`src/rtl/dmem_pkg.sv`:
```
// Shared types and helpers for the data-memory responder.
package dmem_pkg;

  // Controller states; the encoding is visible to anything that probes the state register.
  typedef enum logic [1:0] {
    IDLE = 2'b00,
    WAIT = 2'b01,
    RESP = 2'b10,
    HOLD = 2'b11
  } state_e;

  // Latched operation, taken directly from {mWR, mRD} at capture; OP_RW flags a conflict.
  typedef enum logic [1:0] {
    OP_NONE = 2'b00,
    OP_RD   = 2'b01,
    OP_WR   = 2'b10,
    OP_RW   = 2'b11
  } op_e;

  // True when a word access at addr is aligned and fits entirely inside the storage.
  // The full 32 bits are compared, so large addresses never wrap into range.
  function automatic logic addr_ok(input logic [31:0] addr, input int unsigned depth_bytes);
    return (addr[1:0] == 2'b00) && (addr <= 32'(depth_bytes - 4));
  endfunction

endpackage

```
`src/rtl/data_mem_responder_if.sv`:
```
// Memory strobe/handshake bundle between the CPU datapath and the data-memory responder.
interface data_mem_responder_if;
  logic        mRD;
  logic        mWR;
  logic [31:0] DAddr;
  logic [31:0] DataIn;
  logic [31:0] DataOut;
  logic        mReady;
  logic        mErr;
  logic        busy;

  modport master (
    output mRD, mWR, DAddr, DataIn,
    input  DataOut, mReady, mErr, busy
  );

  modport slave (
    input  mRD, mWR, DAddr, DataIn,
    output DataOut, mReady, mErr, busy
  );
endinterface

```
`src/rtl/dmem_byte_array.sv`:
```
// Byte-lane storage with one big-endian 32-bit word port and a registered read word.
// Storage is not reset; only the read register is.
module dmem_byte_array #(
  parameter int unsigned DEPTH_BYTES = 128,
  localparam int unsigned WordAw = $clog2(DEPTH_BYTES / 4)
) (
  input  logic              CLK,
  input  logic              RST,
  input  logic              we,
  input  logic              rd_en,
  input  logic              rd_clr,
  input  logic [WordAw-1:0] waddr,
  input  logic [31:0]       wdata,
  output logic [31:0]       rdata
);

  logic [7:0] mem [DEPTH_BYTES];

  // Word write: byte[a] takes the most significant lane.
  always_ff @(posedge CLK) begin
    if (we) begin
      mem[{waddr, 2'b00}] <= wdata[31:24];
      mem[{waddr, 2'b01}] <= wdata[23:16];
      mem[{waddr, 2'b10}] <= wdata[15:8];
      mem[{waddr, 2'b11}] <= wdata[7:0];
    end
  end

  // Read register: cleared on reset or on an error response, else loaded on a read.
  always_ff @(posedge CLK or posedge RST) begin
    if (RST) begin
      rdata <= 32'h0;
    end else if (rd_clr) begin
      rdata <= 32'h0;
    end else if (rd_en) begin
      rdata <= {mem[{waddr, 2'b00}], mem[{waddr, 2'b01}],
                mem[{waddr, 2'b10}], mem[{waddr, 2'b11}]};
    end
  end

endmodule

```
`src/rtl/data_mem_responder.sv`:
```
// Wait-stated data-memory slave: captures a level strobe, waits WAIT_CYCLES, performs one
// access and answers with a single-cycle mReady (plus mErr for rejected requests).
module data_mem_responder
  import dmem_pkg::*;
#(
  parameter int unsigned DEPTH_BYTES = 128,
  parameter int unsigned WAIT_CYCLES = 2
) (
  input logic                 CLK,
  input logic                 RST,
  data_mem_responder_if.slave bus
);

  localparam int unsigned CntW   = (WAIT_CYCLES > 0) ? $clog2(WAIT_CYCLES + 1) : 1;
  localparam int unsigned WordAw = $clog2(DEPTH_BYTES / 4);
  localparam logic [CntW-1:0] CntLoad = CntW'(WAIT_CYCLES);

  state_e            state_q, state_d;
  logic [CntW-1:0]   cnt_q, cnt_d;
  op_e               op_q, op_d;
  logic [31:0]       addr_q, addr_d;
  logic [31:0]       data_q, data_d;
  logic              err_q, err_d;

  logic              req;
  logic              acc_go;
  op_e               acc_op;
  logic [31:0]       acc_addr;
  logic [31:0]       acc_data;
  logic              acc_err;
  logic              ram_we;
  logic              ram_rd;
  logic              ram_clr;
  logic [31:0]       ram_rdata;

  assign req = bus.mRD | bus.mWR;

  // State, wait counter, latched request and error flag.
  always_ff @(posedge CLK or posedge RST) begin
    if (RST) begin
      state_q <= IDLE;
      cnt_q   <= '0;
      op_q    <= OP_NONE;
      addr_q  <= 32'h0;
      data_q  <= 32'h0;
      err_q   <= 1'b0;
    end else begin
      state_q <= state_d;
      cnt_q   <= cnt_d;
      op_q    <= op_d;
      addr_q  <= addr_d;
      data_q  <= data_d;
      err_q   <= err_d;
    end
  end

  // Next state, request capture and selection of the access to perform this edge.
  always_comb begin
    state_d  = state_q;
    cnt_d    = cnt_q;
    op_d     = op_q;
    addr_d   = addr_q;
    data_d   = data_q;
    err_d    = err_q;
    acc_go   = 1'b0;
    acc_op   = op_q;
    acc_addr = addr_q;
    acc_data = data_q;

    unique case (state_q)
      IDLE: begin
        if (req) begin
          op_d   = op_e'({bus.mWR, bus.mRD});
          addr_d = bus.DAddr;
          data_d = bus.DataIn;
          cnt_d  = CntLoad;
          if (WAIT_CYCLES == 0) begin
            // No wait states: access straight from the bus at the capture edge.
            acc_go   = 1'b1;
            acc_op   = op_e'({bus.mWR, bus.mRD});
            acc_addr = bus.DAddr;
            acc_data = bus.DataIn;
            state_d  = RESP;
          end else begin
            state_d = WAIT;
          end
        end
      end
      WAIT: begin
        cnt_d = cnt_q - 1'b1;
        if (cnt_q == CntW'(1)) begin
          acc_go  = 1'b1;
          state_d = RESP;
        end
      end
      RESP: begin
        err_d   = 1'b0;
        state_d = req ? HOLD : IDLE;
      end
      HOLD: begin
        if (!req) begin
          state_d = IDLE;
        end
      end
      default: state_d = IDLE;
    endcase

    acc_err = !addr_ok(acc_addr, DEPTH_BYTES) || (acc_op == OP_RW);
    ram_we  = acc_go && !acc_err && (acc_op == OP_WR);
    ram_rd  = acc_go && !acc_err && (acc_op == OP_RD);
    ram_clr = acc_go && acc_err;
    if (acc_go) begin
      err_d = acc_err;
    end
  end

  dmem_byte_array #(
    .DEPTH_BYTES(DEPTH_BYTES)
  ) u_ram (
    .CLK    (CLK),
    .RST    (RST),
    .we     (ram_we),
    .rd_en  (ram_rd),
    .rd_clr (ram_clr),
    .waddr  (acc_addr[WordAw+1:2]),
    .wdata  (acc_data),
    .rdata  (ram_rdata)
  );

  assign bus.DataOut = ram_rdata;
  assign bus.mReady  = (state_q == RESP);
  assign bus.mErr    = err_q;
  assign bus.busy    = (state_q != IDLE);

endmodule

```
`src/flat_wrapper.sv`:
```
// flat-port wrapper written by rule: the top's interface ports become plain ports
module data_mem_responder_flat import dmem_pkg::*;
#(
  parameter int unsigned DEPTH_BYTES = 128,
  parameter int unsigned WAIT_CYCLES = 2
)
  (CLK, RST, bus_mRD, bus_mWR, bus_DAddr, bus_DataIn, bus_DataOut, bus_mReady, bus_mErr, bus_busy);
  data_mem_responder_if bus_i ();
  input logic CLK;
  input logic RST;
  input wire logic [$bits(bus_i.mRD)-1:0] bus_mRD;
  input wire logic [$bits(bus_i.mWR)-1:0] bus_mWR;
  input wire logic [$bits(bus_i.DAddr)-1:0] bus_DAddr;
  input wire logic [$bits(bus_i.DataIn)-1:0] bus_DataIn;
  output wire logic [$bits(bus_i.DataOut)-1:0] bus_DataOut;
  output wire logic [$bits(bus_i.mReady)-1:0] bus_mReady;
  output wire logic [$bits(bus_i.mErr)-1:0] bus_mErr;
  output wire logic [$bits(bus_i.busy)-1:0] bus_busy;
  assign bus_i.mRD = bus_mRD;
  assign bus_i.mWR = bus_mWR;
  assign bus_i.DAddr = bus_DAddr;
  assign bus_i.DataIn = bus_DataIn;
  assign bus_DataOut = bus_i.DataOut;
  assign bus_mReady = bus_i.mReady;
  assign bus_mErr = bus_i.mErr;
  assign bus_busy = bus_i.busy;
  data_mem_responder #(.DEPTH_BYTES(DEPTH_BYTES), .WAIT_CYCLES(WAIT_CYCLES)) u_core (.CLK(CLK), .RST(RST), .bus(bus_i));
endmodule
```
`config.mk`:
```
export PLATFORM = sky130hd
export DESIGN_NAME = data_mem_responder_flat
export DESIGN_NICKNAME = d
export VERILOG_FILES = /design/src/rtl/dmem_pkg.sv /design/src/rtl/data_mem_responder_if.sv /design/src/rtl/dmem_byte_array.sv /design/src/rtl/data_mem_responder.sv /design/src/flat_wrapper.sv
export SDC_FILE = /design/constraint.sdc
export NUM_CORES = 1
export LEC_CHECK = 0
export BUFFER_PORTS_ARGS = -buffer_cell sky130_fd_sc_hd__buf_4
export CAP_MARGIN = 10
export CELL_PAD_IN_SITES_DETAIL_PLACEMENT = 1
export CELL_PAD_IN_SITES_GLOBAL_PLACEMENT = 2
export CORE_MARGIN = 2
export CORE_UTILIZATION = 49
export CTS_CLUSTER_SIZE = 40
export DETAILED_ROUTE_END_ITERATION = 8
export GPL_TIMING_DRIVEN = 0
export PLACE_DENSITY_LB_ADDON = 0.1
export RECOVER_POWER = 50
export SLEW_MARGIN = 20
export SYNTH_ARGS = -nofsm -noshare
export SYNTH_HDL_FRONTEND = slang
export SYNTH_SLANG_ARGS = --single-unit
export TNS_END_PERCENT = 5
```
`constraint.sdc`:
```
create_clock -name CLK -period 5.7 [get_ports CLK]
set_clock_uncertainty 0.1 [all_clocks]
set_input_delay 0.57 -clock CLK [delete_from_list [all_inputs] [get_ports CLK]]
set_output_delay 0.57 -clock CLK [all_outputs]
set_load 0.02 [all_outputs]
```
-- After elaboration in Yosys (flattened, before gate mapping)
Memories as Yosys holds them, arrays and structs flattened.
Cells that the tools add are included.
- register bits: 103
- latch bits: 0
- bits in writable memories: 1024
- ROM bits: 0
- bits of input ports: 68
- output and inout port bits: 35
- memories: 1
- memories (name ; depth ; bits a word ; rd ports ; clocked after Yosys merged registers in ; write ports ; line ; source):
    u_core.u_ram.mem ; 128 ; 8 ; 4 ; 0 ; 4 ; dmem_byte_array.sv:17 ; logic [7:0] mem [DEPTH_BYTES];
- add/subtract/negate cells: 1
- $mul: 0
- divide/modulo/power cells: 0
- magnitude comparators: 1
- equal/unequal tests: 10
- shifts and indexed selects: 0
- muxes and demuxes: 15
- bitwise gates (word level): 1
- reduce and logical (&&, ||, !) cells: 17
- operators by type and width (operator ; number):
    $mux W32 ; 2
    $le A32 B7 Y1 const B ; 1
    $mux W2 ; 5
    $eq A2 B2 Y1 const B ; 4
    $pmux W2 S4 ; 1
    $reduce_bool A2 Y1 ; 4
    $eq A2 B1 Y1 const B ; 3
    $mux W1 ; 6
    $logic_and A1 B1 Y1 ; 5
    $logic_not A2 Y1 ; 2
    $ne A2 B1 Y1 const B ; 2
    $pmux W2 S2 ; 1
    $reduce_and A2 Y1 ; 2
    $reduce_and A3 Y1 ; 1
    $logic_not A1 Y1 ; 2
    $ne A2 B2 Y1 const B ; 1
    $sub A2 B1 Y2 const B ; 1
    $logic_or A1 B1 Y1 ; 1
    $or A1 B1 Y1 ; 1

-- Longest topological paths before layout
Gate-level depths: netlist of the first run.
- word-level depth: 9
- gate-level depth with buffers: 8
- gate-level depth less buffers: 6

-- Cells and area by module
From an unflattened synthesis of the first run, not the netlist that was laid out.
- cell total of the unflattened synthesis: 2333
- area, all modules: 43098.8 µm²
- modules (own cells, without submodules) (module ; times used ; cells each ; area an instance (µm²) ; seq. area each (µm²)):
    dmem_byte_array ; 1 ; 2150 ; 40154.8 ; 31550.3
    data_mem_responder ; 1 ; 183 ; 2944.1 ; 1776.7

-- Worst setup path before layout of the first run
No wires, ideal clock.
- path kind: register -> register
- start: register u_core.addr_q[4] (netlist: u_core.acc_addr[4])
- end: memory u_core.u_ram.mem[76][0] (netlist: u_core.u_ram.mem[19][0]) (enable)
- library setup time: 502 ps
- arrival time: 4343 ps
- path slack: 755 ps
- cell stages (with the launch flop): 5
- clock period less this slack: 4945 ps
- cell sequence: dfrtp_1 > or3b_2 > clkbuf_1 > clkbuf_1 > nor4_1
- RTL lines (element ; line ; source):
    start, declared ; data_mem_responder.sv:21 ; logic [31:0] addr_q, addr_d;
    start signal, assigned ; data_mem_responder.sv:51 ; addr_q <= addr_d;
    end, declared ; dmem_byte_array.sv:17 ;

==> results.toml, run 1 <==
[sta]
finalMaxSlewViolations = 50
rsz0062_at_grt = "no"
tightest_slew_ns = 2.84
min_period_ns = 4.18
setup_violations = 0
fmax_ghz = 0.239
finalCritPeriodShare_pct = 73.3
hold_slack_ns = 0.0261
maxSlewHeadroom_pct = -90.2
hold_viol_final = 0

[grt]
grt.total_usage_pct = 28.4
grt_max_degree = 55
antenna_found_initial = 1
grt_util_met2_pct = 46.8
grt_pass1_vias = 25500
overflow = 0
met1_usage_pct = 39.0
met3_usage_pct = 3.93
grt_pass1_wl_mm = 182
top_usage_layer = "met2"

[logic_synthesis]
synthMuxAreaShare_pct = 14.1
synth_top_family_by_area = "multiplexers"
synth_cells = 2157
synth_seq_cells = 1127
synth_xor_area_share_pct = 0
synth_compound_gate_area_share_pct = 4.94
syn-num-nets = 2226
yosysSeqAreaShare_pct = 77.0
yosys_warnings = 0
syn_area_per_cell_um2 = 20.1
ys_types = 45
yosys.area_share.simple_pct = 1.83
yosys.area_share.adder_pct = 0.0289
synth_area_um2 = 43300

[finish]
n_fill_cell = 7644
num_antenna_cells = 0
layout-drive-gt1-share_pct = 30.1
final_cell_mix = "1024 x edfxtp_1, 312 x mux2i_1, 218 x buf_2, 199 x buf_4, 136 x a22oi_1"
layout.cells.non_filler = 3929
area_growth_pct = 18.9
ff_latch_area_um2 = 33300
design_area_um2 = 51400
multiInputGateArea_um2 = 9230
fin_nets = 2744
layout_commonest_cell = "edfxtp_1"

[route]
wl_per_cell_um = 32.2
drc = 0
ant_nets = 0
wl_mm = 127
routed_via_density = 6.09
vias = 23900
firstDrtPassIters = 5
drt_iter0_drc = 2442

[setup_path]
crit_path_cell_trace = "nor4_1 -> and4_1 -> nand2_1 -> clkbuf_1 -> nor4_2 -> buf_2 -> buf_2 -> buf_2 -> buf_2 -> buf_2"
critical_path_required_ns = 5.97
path_delay_family = "simple AND/OR/NAND/NOR gates"
arrival_ns = 4.45
slowest_stage = "nor4_2"
critPathCaptureType = "register"
crit_path_max_fanout = 10
cpPeakStageDelay_ns = 0.65
critPathBufInv = 6
start_kind = "register"
worstSetupPathType = "reg2reg"
r2r_slack_ns = 1.52
cpMostUsedCell = "buf_2"

[clock_tree]
numClockSinks = 1127
clkLatencyLatePin_ns = 0.70
cts_root_buffer = "clkbuf_16"
ctsHtreeMaxLevel = 3
path_clk_slew_ns = 0.06
cts_buffer_depth = 3
numCtsBuffers = 114
tritoncts = "built"

[power_and_ir_drop]
power_mw = 24.8
power.density_nw_per_um2 = 482
ir_drop_v = 0.000429
p_leak_nw = 18.0

[place]
hpwlAfterDp_mm = 88.8
routabilityCongestion = 0.809
post_dp_cell_area_um2 = 47200
placed_cells = 3662
portBuffers = 102

[outcome]
status = "complete, but fails checks"
violations = "capacitance limit, slew limit"

[die]
initial_utilization_pct = 49.6
core-area_um2 = 87200
io_pins = 103
fp.dieH_um = 301
fp.dieW_um = 301
num_rows = 108
dieArea_um2 = 90700

[job]
drv_cap = 1

[hold_path]
hp-class = "in2reg"
-- power breakdown --
part	switching, mW	internal [mW]	leakage, nW
sequential	1.21	10.4	10.5
combinational	3.34	2.27	5.66
clock	3.15	4.42	1.88
-- logic make-up after synthesis --
| kind of cell | Yosys count |
|---|---|
| DFF | 1127 |
| muxes | 475 |
| and+or+nand+nor | 127 |
| adders and majority gates | 1 |
| buffers and inverters | 167 |
| AOI/OAI and AO/OA | 260 |
-- cell type report --
type / count / area share, %
clock inverters: 45 / 0.958
multi-input cells: 863 / 17.9
flip-flops and latches: 1127 / 64.8
plain buffers: 128 / 1.51
inverters: 39 / 0.287
repair buffers: 402 / 5.27
well taps: 1155 / 2.81
clock buffers: 170 / 6.45
-- cells in the mapped netlist --
library cell,n,area share [%]
and4bb_2,1,0.029
nand3b_1,5,0.087
a21oi_1,2,0.023
nor4bb_1,2,0.046
buf_6,14,0.36
a31oi_1,1,0.014
and4_1,2,0.040
nor4b_2,3,0.10
inv_1,39,0.34
nor4_1,39,0.56
nand2_1,12,0.10
or2_2,1,0.014
a22oi_2,20,0.58
or3b_2,3,0.061
and3_1,1,0.014
o31a_1,1,0.020
and2_1,1,0.014
o32ai_1,32,0.65
or2_1,3,0.043
mux4_2,100,5.2
o21ai_0,4,0.046
nor2b_1,1,0.014
mux2_2,63,1.6
buf_4,30,0.52
nand4_1,4,0.058
nor3_1,3,0.035
edfxtp_1,1024,71
buf_2,53,0.61
buf_8,1,0.035
and4b_1,3,0.069
o22ai_1,8,0.12
ha_1,1,0.029
buf_1,3,0.026
nor2_1,6,0.052
clkbuf_1,27,0.23
o2111ai_1,28,0.57
or3_1,1,0.014
mux2i_1,312,7.2
o22a_1,28,0.57
nor4b_1,1,0.020
and4bb_1,2,0.058
a22oi_1,136,2.4
nand2b_1,1,0.014
dfrtp_1,103,6.0
nand3_1,32,0.37
-- worst min-delay path: stages --
cell	delay, ns
buf_4	0.09
nand2_1	0.06
nand2_1	0.07
-- flip-flops by register name, indices dropped and copies added, names as in the netlist --
name,cells
u_core.u_ram.mem,1024
u_core.acc_addr,32
u_core.acc_data,32
u_core.u_ram.rdata,32
u_core.acc_op,2
u_core.cnt_q,2
u_core.state_q,2
u_core.bus.mErr,1
-- what timing repair did --
item | 4_1_cts | 5_1_grt
endpoints found under the hold margin | 100 | 0
gates resized for setup | 0 | 0
buffers inserted | 0 | 0
hold buffers | 52 | 0
-- metrics by stage --
step                      setup slack, ns  setup TNS, ns  util [%]
after floorplan                     0.755              0         -
after global placement              -4.87       -4321.24      52.2
after detailed placement             1.69              0      54.1
after CTS                            1.61              0      59.1
after global routing                 1.50              0      59.0
final                                1.52              0      59.0
-- layer usage --
| layer | vias up | wire length, um |
|---|---|---|
| li1 | 9961 | - |
| met1 | 12700 | 52300 |
| met2 | 1003 | 61800 |
| met3 | 219 | 8100 |
| met4 | 0 | 4320 |
| met5 | - | 0 |
-- worst paths after layout --
check                                     from                       end  cells after the start
max                        u_core.acc_addr[16]  u_core.u_ram.mem[14][31]                     10
min                                    bus_mRD          u_core.acc_op[0]                      3
max reg2reg                u_core.acc_addr[16]  u_core.u_ram.mem[14][31]                     10
min reg2reg                 u_core.acc_addr[1]        u_core.acc_addr[1]                      1
max in group asynchronous                  RST     u_core.u_ram.rdata[6]                      3
min in group asynchronous                  RST       u_core.acc_addr[18]                      3
Power figures use the tool's default switching activity.
==> inputs of run 2 (changes only) <==
==> constraint.sdc (replaced) <==
create_clock -name CLK -period 4.1 [get_ports CLK]
set_clock_uncertainty 0.1 [all_clocks]
set_input_delay 0.41 -clock CLK [delete_from_list [all_inputs] [get_ports CLK]]
set_output_delay 0.41 -clock CLK [all_outputs]
set_load 0.02 [all_outputs]
==> run 2 against run 1 <==
  * The flow finishes with violations (capacitance limit, slew limit, setup timing)
  * Die area stayed put
  * Critical path type unchanged
  * Wire length up 0.37%
  * Combinational power increased by 40%
  * Maximum frequency about the same
  * Hold slack improved by 0.35 ns
  * Cell count is 0.41% higher
  * Register-to-register slack lost 1.6 ns
  * Flip-flop and latch count is the same
==> results.toml, run 2 (synthesized netlist as in run 1, its figures left out) <==
[outcome]
status = "complete, but fails checks"
violations = "capacitance limit, slew limit, setup timing"

[finish]
multiInputGateArea_um2 = 9300
area_growth_pct = 19.5
largest_reg_flops = 1024
num_antenna_cells = 0
largest-register = "u_core.u_ram.mem"
fin_nets = 2760
final_cell_mix = "1024 x edfxtp_1, 312 x mux2i_1, 218 x buf_2, 212 x buf_4, 136 x a22oi_1"
ff_latch_area_um2 = 33300
design_area_um2 = 51700
layout_commonest_cell = "edfxtp_1"
layout-drive-gt1-share_pct = 30.4
n_fill_cell = 7610

[clock_tree]
numCtsBuffers = 114
postCtsSetupRepairBufs = 0
path_clk_slew_ns = 0.06
clkLatencyLatePin_ns = 0.70
numClockSinks = 1127
ctsHtreeMaxLevel = 3
cts_root_buffer = "clkbuf_16"
cts_buffer_depth = 3
tritoncts = "built"

[die]
initial_utilization_pct = 49.6
io_pins = 103
fp.dieH_um = 301
core-area_um2 = 87200
dieArea_um2 = 90700
num_rows = 108
fp.dieW_um = 301

[grt]
overflow = 0
antenna_found_initial = 1
grt_pass1_vias = 25500
grt.total_usage_pct = 28.4
grt_pass1_wl_mm = 182
grt_max_degree = 55

[route]
routed_via_density = 6.08
drt_iter0_drc = 2514
drc = 0
firstDrtPassIters = 6
vias = 24000
ant_nets = 0
wl_mm = 127
wl_per_cell_um = 32.2

[setup_path]
path_depth = 9
critPathCaptureType = "register"
slowest_stage = "nor4_2"
cpPeakStageDelay_ns = 0.92
crit_path_cell_trace = "nor4_1 -> and4_1 -> nand2_1 -> clkbuf_1 -> nor4_2 -> buf_4 -> buf_4 -> buf_4 -> buf_2"
crit_path_max_fanout = 10
ff2ff_path_depth = 9
path_delay_family = "simple AND/OR/NAND/NOR gates"
start_kind = "register"
cpMostUsedCell = "buf_4"
critPathBufInv = 5
arrival_ns = 4.46
r2r_slack_ns = -0.08
critical_path_required_ns = 4.38
worstSetupPathType = "reg2reg"

[sta]
setup_violations = 25
maxSlewHeadroom_pct = -92.8
hold_viol_final = 0
finalCritPeriodShare_pct = 102
worst_slack_ns = -0.0787
fmax_ghz = 0.239
min_period_ns = 4.18
finalMaxSlewViolations = 50
rsz0062_at_grt = "yes"
tightest_slew_ns = 2.88

[power_and_ir_drop]
ir_drop_v = 0.000599
power_mw = 34.6
power.density_nw_per_um2 = 668
p_leak_nw = 18.3

[place]
portBuffers = 102
routabilityCongestion = 0.809
post_dp_cell_area_um2 = 47200
hpwlAfterDp_mm = 88.8

[hold_path]
hp-class = "in2reg"
holdPathStages = 3

[job]
drv_cap = 1
[run 2: through the flow]
| stage | hold slack [ns] | TNS [ns] | std cells | utilization [%] | setup slack [ns] |
|---|---|---|---|---|---|
| 2_1_floorplan | 0.368 | -849.48 | 2157 | - | -0.845 |
| 4_1_cts | 0.216 | 0 | 3945 | 59.3 | 0.00589 |
| 3_3_place_gp | 0.388 | -6077.89 | 3414 | 52.2 | -6.47 |
| 5_1_grt | 0.383 | -4.17 | 3945 | 59.3 | -0.139 |
| 6_report | 0.377 | -1.41 | 3945 | 59.3 | -0.0787 |
| 3_5_place_dp | 0.401 | 0 | 3662 | 54.1 | 0.0856 |
[run 2: area by class of cell]
type | instances | area share (%)
tap | 1155 | 2.79
buffer | 128 | 1.50
clock inverter | 45 | 0.953
sequential | 1127 | 64.4
timing repair buffer | 418 | 5.64
inverter | 39 | 0.285
multi-input combinational | 863 | 18.0
clock buffer | 170 | 6.41
[run 2: final timing paths]
path,from,endpoint
max,u_core.acc_addr[16],u_core.u_ram.mem[18][16]
min,bus_DataIn[28],u_core.acc_data[28]
max reg2reg,u_core.acc_addr[16],u_core.u_ram.mem[18][16]
min reg2reg,u_core.acc_addr[1],u_core.acc_addr[1]
max in group asynchronous,RST,u_core.u_ram.rdata[6]
min in group asynchronous,RST,u_core.acc_addr[18]
[run 2: worst register-to-register path, stage by stage (launching register included)]
cell	delay (ns)
dfrtp_1	0.39
nor4_1	0.47
and4_1	0.36
nand2_1	0.25
clkbuf_1	0.44
nor4_2	0.92
buf_4	0.33
buf_4	0.20
buf_4	0.18
buf_2	0.22
[run 2: per-layer routing]
layer	vias to the layer above	wire, um	global-route usage (%)
met2	970	62300	46.9
li1	9995	-	-
met4	0	4260	9.91
met3	217	7770	3.91
met5	-	0	0
met1	12800	52700	39.1
[run 2: power breakdown]
group	switching [mW]	internal [mW]
clock network	4.38	6.15
registers	1.68	14.5
logic	4.68	3.18
total	10.7	23.8
[run 2: timing repair]
| action | 4_1_cts | 5_1_grt |
|---|---|---|
| resized for setup | 0 | 8 |
| hold endpoints to repair | 117 | 0 |
| setup endpoints to repair | 0 | 56 |
| hold buffers | 68 | 0 |
==> inputs of run 3 (changes only) <==
--- a/config.mk
+++ b/config.mk
@@ -7,10 +7,10 @@
 export LEC_CHECK = 0
 export BUFFER_PORTS_ARGS = -buffer_cell sky130_fd_sc_hd__buf_4
 export CAP_MARGIN = 10
-export CELL_PAD_IN_SITES_DETAIL_PLACEMENT = 1
-export CELL_PAD_IN_SITES_GLOBAL_PLACEMENT = 2
+export CELL_PAD_IN_SITES_DETAIL_PLACEMENT = 0
+export CELL_PAD_IN_SITES_GLOBAL_PLACEMENT = 1
 export CORE_MARGIN = 2
-export CORE_UTILIZATION = 49
+export CORE_UTILIZATION = 55
 export CTS_CLUSTER_SIZE = 40
 export DETAILED_ROUTE_END_ITERATION = 8
 export GPL_TIMING_DRIVEN = 0
==> run 3 against run 2 <==
  * The flow finishes with violations (capacitance limit, slew limit)
  * Cell count is 4.0% lower
  * Non-clock buffer count is 42 lower
  * Die area is 11% lower
  * Via count is 4.3% lower
  * Count of clock-buffer cells in the layout is 23 lower
  * Design area is 1.4% lower
  * Flip-flop and latch count stayed put
  * Setup slack better by 0.11 ns
  * Register-to-register slack better by 0.11 ns
  * Clock power is 6% lower
  * Global-route usage is 2.0 points lower
  * Sequential power hardly changed
  * Critical path type unchanged
  * Largest cell class unchanged
  * Highest routed layer unchanged
==> results.toml, run 3 (synthesized netlist as in run 1, its figures left out) <==
[clock_tree]
ctsHtreeMaxLevel = 3
postCtsSetupRepairBufs = 0
numClockSinks = 1127
cts_buffer_depth = 3
tritoncts = "built"
path_clk_slew_ns = 0.06
cts_root_buffer = "clkbuf_16"
clkLatencyLatePin_ns = 0.68
numCtsBuffers = 112

[die]
initial_utilization_pct = 55.7
io_pins = 103
core-area_um2 = 77700
num_rows = 102
fp.dieH_um = 285
dieArea_um2 = 80900
fp.dieW_um = 285

[power_and_ir_drop]
power.internal_mw = 23.4
power_frac_seq_pct = 48.2
combPwrFrac_pct = 22.6
ir_drop_v = 0.000539
p_leak_nw = 17.9
power_mw = 33.8
switchingPower_mw = 10.4
power.density_nw_per_um2 = 663
swShare_pct = 30.9
p_clk_share_pct = 29.2

[sta]
fmax_ghz = 0.246
min_period_ns = 4.07
finalMaxSlewViolations = 40
finalCritPeriodShare_pct = 99.2
maxSlewHeadroom_pct = -62.8
setup_violations = 0
hold_viol_final = 0
tightest_slew_ns = 2.43
worst_slack_ns = 0.0319
hold_slack_ns = 0.395
rsz0062_at_grt = "yes"

[finish]
area_growth_pct = 17.9
layout.cells.non_filler = 3786
n_fill_cell = 5321
largest_reg_flops = 1024
layout-drive-gt1-share_pct = 28.8
num_antenna_cells = 0
layout_commonest_cell = "edfxtp_1"
fin_nets = 2716
final_cell_mix = "1024 x edfxtp_1, 312 x mux2i_1, 215 x buf_2, 171 x buf_4, 136 x a22oi_1"
largest-register = "u_core.u_ram.mem"

[setup_path]
arrival_ns = 4.32
crit_path_max_fanout = 10
worstSetupPathType = "reg2reg"
critical_path_required_ns = 4.35
start_kind = "register"
critPathCaptureType = "register"

[grt]
grt_pass1_wl_mm = 155
grt_max_degree = 65
grt_pass1_vias = 23500
antenna_found_initial = 0
grt.total_usage_pct = 26.4
overflow = 0

[route]
drt_iter0_drc = 2417
firstDrtPassIters = 5
wl_mm = 106
drc = 0
routed_via_density = 6.06
vias = 22900
wl_per_cell_um = 28.0
ant_nets = 0

[place]
preCtsSetupSlack_ns = -0.0335
routabilityCongestion = 0.817
portBuffers = 102
placed_cells = 3504
hpwlAfterDp_mm = 74.8

[outcome]
status = "complete, but fails checks"
violations = "capacitance limit, slew limit"

[hold_path]
hp-class = "in2reg"

[job]
drv_cap = 1
==> run 3: metal layers <==
metal | share of wire (%) | wire [um] | GRT usage (%)
met5 | 0 | 0 | 0
met4 | 2.0 | 2110 | 6.45
met3 | 6.8 | 7260 | 3.96
met2 | 50 | 52700 | 44.0
met1 | 42 | 44100 | 37.1
==> run 3: worst paths after layout <==
path | from | to | slack (ns) | cells after the start
max | u_core.acc_addr[13] | u_core.u_ram.mem[2][18] | 0.03 | 10
min in group asynchronous | RST | u_core.acc_data[7] | 0.84 | 3
max reg2reg | u_core.acc_addr[13] | u_core.u_ram.mem[2][18] | 0.03 | 10
min | bus_DAddr[3] | u_core.acc_addr[3] | 0.40 | 4
max in group asynchronous | RST | u_core.u_ram.rdata[22] | 1.90 | 3
min reg2reg | u_core.acc_addr[27] | u_core.acc_addr[27] | 0.41 | 1
==> run 3: power by group through the flow <==
stage / clock network (mW) / logic (mW) / registers [mW]
CTS: 10.0 / 7.62 / 16.3
global placement: 0 / 7.35 / 16.3
global route: 10.5 / 8.06 / 16.4
finish: 9.87 / 7.63 / 16.3
detailed placement: 0 / 7.52 / 16.5
floorplan: 0 / 5.08 / 15.6
==> run 3: repair_timing <==
item / CTS / global route
pin swaps: 0 / 1
gates resized for setup: 4 / 4
hold endpoints to repair: 107 / 0
endpoints found under the setup margin: 23 / 48
hold buffers: 68 / 0
==> run 3: layout make-up <==
cell class	count	area [um2]	area share [%]
multi-input combinational	863	9270	18.2
sequential	1127	33300	65.3
clock buffer	147	3100	6.08
timing repair buffer	376	2610	5.12
inverter	39	148	0.289
clock inverter	66	463	0.908
buffer	128	776	1.52
tap	1040	1300	2.55
==> run 3: stage by stage <==
stage	setup TNS [ns]	util [%]	instance area (um2)
2_1_floorplan	-849.48	-	43300
3_3_place_gp	-4729.88	58.3	45300
3_5_place_dp	-0.251	60.1	46700
4_1_cts	0	65.6	51000
5_1_grt	-1.67	65.6	51000
6_report	0	65.6	51000
==> run 3: worst max-delay path, stage by stage (launching register included) <==
cell      delay (ns)
dfrtp_1         0.38
nor4_1          0.34
and4_1          0.34
nand2_1         0.25
clkbuf_1        0.46
nor4_2          0.74
buf_2           0.33
buf_4           0.18
buf_2           0.21
buf_4           0.19
buf_2           0.22
